[config.mk]
export PLATFORM = sky130hd
export DESIGN_NAME = adc_sample_buffer_flat
export DESIGN_NICKNAME = d
export VERILOG_FILES = /design/src/rtl/adc_sample_buffer_if.sv /design/src/rtl/adc_sample_buffer.sv /design/src/flat_wrapper.sv
export SDC_FILE = /design/constraint.sdc
export NUM_CORES = 1
export LEC_CHECK = 0
export CAP_MARGIN = 20
export CORE_MARGIN = 2
export CORE_UTILIZATION = 35
export CTS_CLUSTER_DIAMETER = 200
export CTS_CLUSTER_SIZE = 10
export DETAILED_ROUTE_END_ITERATION = 8
export PLACE_DENSITY_LB_ADDON = 0.12
export SLEW_MARGIN = 10
export SYNTH_ARGS = -nofsm -noshare
export SYNTH_HDL_FRONTEND = slang
export SYNTH_SLANG_ARGS = --single-unit
[constraint.sdc]
create_clock -name clk -period 3.1 [get_ports clk]
set_clock_uncertainty 0.15 [all_clocks]
set_input_delay 0.62 -clock clk [delete_from_list [all_inputs] [get_ports clk]]
set_output_delay 0.62 -clock clk [all_outputs]
set_load 0.02 [all_outputs]
[src/rtl/adc_sample_buffer_if.sv]
// rtl/adc_sample_buffer_if.sv - capture and read-port signal bundle for adc_sample_buffer
interface adc_sample_buffer_if #(
  parameter int DATA_W = 12
);
  logic [DATA_W-1:0] sample;
  logic              sample_valid;
  logic              rd_req;
  logic [DATA_W-1:0] rd_data;
  logic              rd_valid;

  modport master (
    output sample, sample_valid, rd_req,
    input  rd_data, rd_valid
  );

  modport slave (
    input  sample, sample_valid, rd_req,
    output rd_data, rd_valid
  );
endinterface

[src/rtl/adc_sample_buffer.sv]
// rtl/adc_sample_buffer.sv - circular ADC capture buffer with window fault latch and read port
module adc_sample_buffer #(
  parameter int DATA_W      = 12,
  parameter int DEPTH       = 64,
  parameter int ADDR_W      = 6,
  parameter int FAULT_COUNT = 4
) (
  input  logic                 clk,
  input  logic                 rst,
  adc_sample_buffer_if.slave   bus,
  input  logic                 arm,
  input  logic [DATA_W-1:0]    thresh_lo,
  input  logic [DATA_W-1:0]    thresh_hi,
  output logic [ADDR_W:0]      fill_count,
  output logic                 full,
  output logic                 empty,
  output logic                 capturing,
  output logic                 fault,
  output logic [DATA_W-1:0]    fault_sample
);

  typedef enum logic [1:0] {IDLE, CAPTURE, HOLD} state_t;

  localparam logic [ADDR_W:0] FULL_CNT = (ADDR_W + 1)'(DEPTH);
  localparam logic [7:0]      FC       = 8'(FAULT_COUNT);

  state_t            state, state_next;
  logic [DATA_W-1:0] mem [DEPTH];
  logic [ADDR_W-1:0] wr_ptr, rd_ptr;
  logic [7:0]        run_cnt;
  logic [DATA_W-1:0] rd_data_q;
  logic              rd_valid_q;

  logic              out_win, wr_en, rd_en, fault_hit, becomes_full;
  logic [ADDR_W:0]   fill_next;

  // arm wins over both a coincident write and a coincident read
  assign out_win      = (bus.sample < thresh_lo) || (bus.sample > thresh_hi);
  assign wr_en        = (state == CAPTURE) && bus.sample_valid && !arm;
  assign rd_en        = bus.rd_req && (fill_count != '0) && !arm;
  assign fault_hit    = wr_en && out_win && ((run_cnt + 8'd1) == FC);
  assign becomes_full = wr_en && !rd_en && (fill_count == FULL_CNT - 1'b1);

  assign bus.rd_data  = rd_data_q;
  assign bus.rd_valid = rd_valid_q;

  // next fill level from accepted write/read; equal traffic leaves it unchanged
  always_comb begin
    fill_next = fill_count;
    if (arm)
      fill_next = '0;
    else if (wr_en && !rd_en)
      fill_next = fill_count + 1'b1;
    else if (rd_en && !wr_en)
      fill_next = fill_count - 1'b1;
  end

  // next state: arm restarts capture, a full or faulting write freezes the buffer
  always_comb begin
    state_next = state;
    if (arm)
      state_next = CAPTURE;
    else if (state == CAPTURE && (fault_hit || becomes_full))
      state_next = HOLD;
  end

  // state register
  always_ff @(posedge clk or posedge rst) begin
    if (rst) state <= IDLE;
    else     state <= state_next;
  end

  // sample storage; contents are not reset
  always_ff @(posedge clk) begin
    if (wr_en) mem[wr_ptr] <= bus.sample;
  end

  // pointers, counters, fault latch, read port and registered status flags
  always_ff @(posedge clk or posedge rst) begin
    if (rst) begin
      wr_ptr       <= '0;
      rd_ptr       <= '0;
      fill_count   <= '0;
      full         <= 1'b0;
      empty        <= 1'b1;
      capturing    <= 1'b0;
      run_cnt      <= '0;
      fault        <= 1'b0;
      fault_sample <= '0;
      rd_data_q    <= '0;
      rd_valid_q   <= 1'b0;
    end else begin
      fill_count <= fill_next;
      full       <= (fill_next == FULL_CNT);
      empty      <= (fill_next == '0);
      capturing  <= (state_next == CAPTURE);
      rd_valid_q <= rd_en;
      if (arm) begin
        wr_ptr       <= '0;
        rd_ptr       <= '0;
        run_cnt      <= '0;
        fault        <= 1'b0;
        fault_sample <= '0;
      end else begin
        if (rd_en) begin
          rd_data_q <= mem[rd_ptr];
          rd_ptr    <= rd_ptr + 1'b1;
        end
        if (wr_en) begin
          wr_ptr <= wr_ptr + 1'b1;
          if (!out_win)
            run_cnt <= '0;
          else if (run_cnt != FC)
            run_cnt <= run_cnt + 8'd1;
        end
        if (fault_hit) begin
          fault        <= 1'b1;
          fault_sample <= bus.sample;
        end
      end
    end
  end

endmodule

[src/flat_wrapper.sv]
// flat-port wrapper written by rule: the top's interface ports become plain ports
module adc_sample_buffer_flat 
#(
  parameter int DATA_W      = 12,
  parameter int DEPTH       = 64,
  parameter int ADDR_W      = 6,
  parameter int FAULT_COUNT = 4
)
  (clk, rst, arm, thresh_lo, thresh_hi, fill_count, full, empty, capturing, fault, fault_sample, bus_sample, bus_sample_valid, bus_rd_req, bus_rd_data, bus_rd_valid);
  adc_sample_buffer_if #(.DATA_W(DATA_W)) bus_i ();
  input  logic clk;
  input  logic rst;
  input  logic arm;
  input  logic [DATA_W-1:0] thresh_lo;
  input  logic [DATA_W-1:0] thresh_hi;
  output logic [ADDR_W:0] fill_count;
  output logic full;
  output logic empty;
  output logic capturing;
  output logic fault;
  output logic [DATA_W-1:0] fault_sample;
  input wire logic [$bits(bus_i.sample)-1:0] bus_sample;
  input wire logic [$bits(bus_i.sample_valid)-1:0] bus_sample_valid;
  input wire logic [$bits(bus_i.rd_req)-1:0] bus_rd_req;
  output wire logic [$bits(bus_i.rd_data)-1:0] bus_rd_data;
  output wire logic [$bits(bus_i.rd_valid)-1:0] bus_rd_valid;
  assign bus_i.sample = bus_sample;
  assign bus_i.sample_valid = bus_sample_valid;
  assign bus_i.rd_req = bus_rd_req;
  assign bus_rd_data = bus_i.rd_data;
  assign bus_rd_valid = bus_i.rd_valid;
  adc_sample_buffer #(.DATA_W(DATA_W), .DEPTH(DEPTH), .ADDR_W(ADDR_W), .FAULT_COUNT(FAULT_COUNT)) u_core (.clk(clk), .rst(rst), .bus(bus_i), .arm(arm), .thresh_lo(thresh_lo), .thresh_hi(thresh_hi), .fill_count(fill_count), .full(full), .empty(empty), .capturing(capturing), .fault(fault), .fault_sample(fault_sample));
endmodule
* Yosys cells after proc, flatten, opt, wreduce, memory -nomap -nowiden
Memories as Yosys holds them, arrays and structs flattened. A register that Yosys moved wholly into a read port is not among the register bits. Cells that the tools add are included.
Storage, ports and cells: register bits 46, bits in writable memories 768, output and inout bits 36, word-level logic and storage cells 68, memories 1
Operators by class: $add $sub $neg 5, magnitude comparators 2, equal/unequal tests 7, mux-type cells 19, bitwise logic cells 1, reduce and logical (&&, ||, !) cells 22
Memory list:
- u_core.mem | depth 64, bits a word 12, rd ports 1, clocked after Yosys merged registers in 1, write ports 1, RTL line adc_sample_buffer.sv:28 | logic [DATA_W-1:0] mem [DEPTH];
Operators by type and width (number):
- $mux 8 | 4
- $mux 12 | 2
- $mux 6 | 4
- $mux 7 | 3
- $add 6x1->6 const B | 2
- $gt 12x12->1 | 1
- $lt 12x12->1 | 1
- $logic_and 1x1->1 | 10
- $add 8x1->8 const B | 1
- $eq 8x3->1 const B | 1
- $ne 8x3->1 const B | 1
- $add 7x1->7 const B | 1
- $eq 7x6->1 const B | 1
- $eq 7x7->1 const B | 1
- $logic_not 7->1 | 1
- $reduce_bool 7->1 | 1
- $sub 7x1->7 const B | 1
- $reduce_bool 2->1 | 3
- $eq 2x1->1 const B | 2
- $mux 1 | 4
- $mux 2 | 2
- $reduce_and 2->1 | 2
- $logic_not 1->1 | 3
- $ne 3x3->1 const B | 1
- other kinds (2) | 3

* Longest topological paths before layout
word-level depth 11, depth in mapped cells 10, depth with buffers taken out 10

* Worst setup path after synthesis
Ideal clock, no wire load.
kind input-to-reg, start point in arm, end point mem u_core.mem[33][0], enable pin, data arrival time 2323 ps, required time 2554 ps, path slack 231 ps, cell stages on the path 5, cells stage by stage buf_2 > nor4bb_1 > clkbuf_1 > nand4_1 > nor3_1
On the way: longest elaborated chain between the ends 4
RTL lines:
- start, declared | RTL line flat_wrapper.sv:13 | input logic arm;
- $logic_not 1->1 | RTL line adc_sample_buffer.sv:39 | assign wr_en = (state == CAPTURE) && bus.sample_valid && !arm;
- $logic_and 1x1->1 | RTL line adc_sample_buffer.sv:39
- $mux 1 | RTL line adc_sample_buffer.sv:75 | if (wr_en) mem[wr_ptr] <= bus.sample;
- $mux 1 (implied by the code) | RTL line adc_sample_buffer.sv:75
- end, declared | RTL line adc_sample_buffer.sv:28
No other way between the ends.

==> key figures <==
Worst setup path
  – Crit path DAT: 3230 ps
  – R2r startpoint: u_core.rd_ptr[0]
  – Cells on worst reg2reg path: 7
  – Crit path cell chain: buf_12, buf_12, mux4_2, a22oi_1, nand4_1, o22ai_1, a21oi_1
  – FF-to-FF End: u_core.bus.rd_data[5]
  – Buffers and inverters on the worst path: 2
  – R2r setup slk: 220 ps
  – Type of the worst setup path: flip-flop to flip-flop
  – Setup crit end kind: flip-flop
  – Delay-heaviest family, CP: compound AO/OA/AOI/OAI gates
  – Critical Path RT: ~3500 ps
  – CP most frequent cell: buf_12
  – Slowest CP cell: dfrtp_4
  – Critical path launch point type: flip-flop
  – Max FO, Critical Path: 21
  – CP peak stage delay: slightly above 600 ps

Placed design
  – Placer Congestion: ~0.8
  – Placed cell count: around 3200
  – Post-place setup slack: -81.4 ps
  – DP HPWL: roughly 54000 µm
  – Port-buffer cells: between 70 and 80

Timing
  – PnR worst setup slack: roughly 220 ps
  – Final setup vio count: 0
  – Final Cycle Share: 0.930
  – RSZ-0062 raised after global routing: false
  – Max Fclk: approximately 0.35 GHz
  – Slew Limit Headroom: 0.409
  – Slew at the pin closest to its max-slew limit: about 900 ps
  – Period minus WS final: about 2900 ps
  – Endpoints failing hold: 0
  – Final Max Slew Viols: 0

Floorplanning
  – Die area: around 96000 µm²
  – Core area: slightly above 90000 µm²
  – Ports: 77
  – Die Width: 310 µm
  – Chip Height: 310 µm
  – Starting Density: 0.352
  – # rows: about 110

Logic synthesis
  – Sequential fraction of the synthesis area: 0.748
  – Unique masters post-synth: 52
  – Synth Net Count: ~1900
  – Post-Syn Instances: 1783
  – Synth Flop Type: edfxtp_1
  – Post-synth EDFFs: roughly 770
  – Post-Syn Area: ~33000 µm²
  – Syn avg cell area: ~18 µm²
  – YS warnings: 0
  – Number of synthesized register bits: between 800 and 900
  – Fraction of registers with async set/reset: 0.0702

CTS
  – Clock buffer depth: 3
  – Clock tree root driver cell: clkbuf_16
  – CTS Buf Count: between 90 and 100
  – Hold-fix buffers, CTS: 0
  – Post-CTS sizing: 0
  – # clock sinks: between 800 and 900
  – Worst skew pair latency: 640 ps
  – Htree depth: 3
  – CTS tree: yes
  – Setup Fix Bufs, Post-CTS: 0
  – Clock slew at reported path FFs: 60 ps

Cells and area
  – Fin cells: between 3000 and 4000
  – # fillers: roughly 8300
  – Multi-input logic area: slightly below 8000 µm²
  – Share of cells above drive strength 1: 0.208
  – Post-layout nets: roughly 2100
  – Register area: around 25000 µm²
  – Area growth syn-to-layout: 18.8%

Detailed routing
  – Drt first pass iters: 5
  – Via count: between 15000 and 20000
  – WL final: roughly 88000 µm
  – Via-to-Cell Ratio: 5.22
  – Initial DRC Count: approximately 1600
  – # DRC: 0
  – Routed len/inst: around 26 µm
  – Antenna Violating Nets Remaining: 0

Global routing
  – Remaining global-route overflow: 0
  – Initial antenna violation count: 5
  – First-pass GRT wire length: between 100000 and 150000 µm
  – Largest net degree at the start of global routing: 66
  – GRT Total Usage: 0.185
  – Vias in the first global route: around 18000

Power
  – Peak VDD IR: roughly 0.43 mV
  – Sw Pwr: roughly 6.5 mW
  – Leak: between 10 and 15 nW
  – Clk pwr share: 0.371
  – Internal Power: between 15 and 20 mW
  – PwrDens: 677 nW/µm²
  – Comb power frac: 0.154
  – Switch share: 0.245
  – Sequential Power Share: 0.475

Hold path
  – HP Class: input pin to flip-flop
  – Worst Hold End: u_core.fault_sample[3]
  – Cell count of the worst hold path: 3
  – Min-Delay Startpoint: bus_sample[3]

Outcome
  – Status: finished, final reports clean

Flow run
  – Max_cap viols: 0
==> cell usage in the layout (no fill, tap or decap), types with 3 or more instances in the layout <==
| cell type | netlist | final |
|---|---|---|
| a21o_1 | 5 | 5 |
| xnor2_1 | 10 | 10 |
| o21ai_0 | 39 | 38 |
| and3_1 | 7 | 7 |
| a21oi_1 | 41 | 41 |
| clkbuf_1 | 57 | 48 |
| nand2_1 | 85 | 85 |
| nand2b_1 | 3 | 3 |
| o22ai_1 | 12 | 12 |
| clkbuf_16 | 0 | 95 |
| buf_4 | 0 | 115 |
| nor2_1 | 95 | 94 |
| buf_2 | 33 | 12 |
| buf_12 | 0 | 40 |
| xor2_1 | 9 | 9 |
| nor4_1 | 5 | 5 |
| nand4_1 | 23 | 23 |
| mux4_2 | 146 | 146 |
| and2_1 | 4 | 4 |
| inv_1 | 38 | 37 |
| ha_1 | 31 | 31 |
| nor3_2 | 1 | 3 |
| a22oi_1 | 102 | 102 |
| clkdlybuf4s50_1 | 0 | 64 |
| nor2b_1 | 18 | 17 |
| a31oi_1 | 3 | 3 |
| edfxtp_1 | 768 | 768 |
| mux2i_1 | 95 | 95 |
| nand3_1 | 50 | 50 |
| o31ai_1 | 3 | 3 |
| dfrtp_1 | 57 | 55 |
| a22o_1 | 3 | 3 |
| nor3_1 | 10 | 8 |
==> tightest hold or removal path: stages <==
cell     delay [ps]
buf_2           180
nand2_1          80
o21ai_0          70
==> synth_stat cells (31+ instances only) <==
cell | n | area [µm²]
a22oi_1 | 102 | 766
ha_1 | 31 | 388
inv_1 | 38 | 143
nand2_1 | 85 | 319
o21ai_0 | 39 | 195
nand3_1 | 50 | 250
clkbuf_1 | 57 | 214
a21oi_1 | 41 | 205
mux2i_1 | 95 | 951
edfxtp_1 | 768 | 23100
buf_2 | 33 | 165
dfrtp_1 | 57 | 1430
mux4_2 | 146 | 3290
nor2_1 | 95 | 357
==> power groups by stage <==
stage / clock, mW / combinational [mW] / sequential [mW]
after floorplan: 0 / 2.28 / 12.8
after global placement: 0 / 4.11 / 12.8
after detailed placement: 0 / 4.14 / 12.8
after CTS: 10.0 / 4.15 / 12.5
after global routing: 10.4 / 4.40 / 12.6
final: 9.79 / 4.05 / 12.5
==> layout make-up <==
type / count / share of cell area
Antenna cell: 2 / 0.000128
Clock buffer: 143 / 0.0657
Timing Repair Buffer: 231 / 0.0607
Inverter: 38 / 0.00366
Sequential cell: 826 / 0.630
Tap cell: 1254 / 0.0403
Clock inverter: 2 / 0.000996
Multi-Input combinational cell: 824 / 0.199
==> per-layer routing <==
layer,up-vias,part of all wire,GRT usage
li1,7625,-,-
met1,9134,0.43,0.253
met2,421,0.49,0.306
met3,135,0.050,0.0302
met4,0,0.026,0.0522
met5,-,0,0
==> how the worst max path moves through the flow <==
stage	endpoint	cells past startpoint	start
finish	u_core.bus.rd_data[5]	7	u_core.rd_ptr[0]
detailed placement	u_core.capturing	11	thresh_lo[2]
CTS	u_core.bus.rd_data[8]	7	u_core.rd_ptr[0]
global route	u_core.bus.rd_data[6]	8	u_core.rd_ptr[0]
global placement	u_core.capturing	11	thresh_lo[2]
floorplan	u_core.mem[33][0]	5	arm
==> logic make-up (layout without fill, tap and decap cells) <==
logic type	Yosys count	in the layout	share of synthesized area
AO/OA/AOI/OAI	223	223	0.0456
flip-flops	826	826	0.748
AND/OR/NAND/NOR	310	310	0.0437
multiplexers	241	241	0.129
buffers and inverters	133	414	0.0168
XOR/XNOR	19	19	0.00508
adder cells (fa/ha/maj)	31	31	0.0118
other	0	2	0
==> through the flow <==
stage | setup TNS (ps) | power [mW] | hold WS [ps] | utilization | cell area, µm²
finish | 0 | 26.4 | 212 | 0.419 | 38900
global route | 0 | 27.4 | 233 | 0.419 | 38900
CTS | 0 | 26.7 | 201 | 0.419 | 38900
global placement | -720 | 16.9 | 328 | 0.391 | 36300
detailed placement | -310 | 16.9 | 326 | 0.391 | 36300
floorplan | 0 | 15.1 | 350 | - | 32800
==> sequential cells by signal (all words and copies together), names as in the netlist <==
name / cells
u_core.run_cnt: 8
u_core.capturing: 1
u_core.empty: 1
u_core.wr_ptr: 6
u_core.mem: 768
u_core.rd_ptr: 6
u_core.full: 1
u_core.bus.rd_valid: 1
u_core.fault: 1
u_core.fill_count: 7
u_core.state: 2
u_core.fault_sample: 12
u_core.bus.rd_data: 12
(Power assumes the default switching activity.)
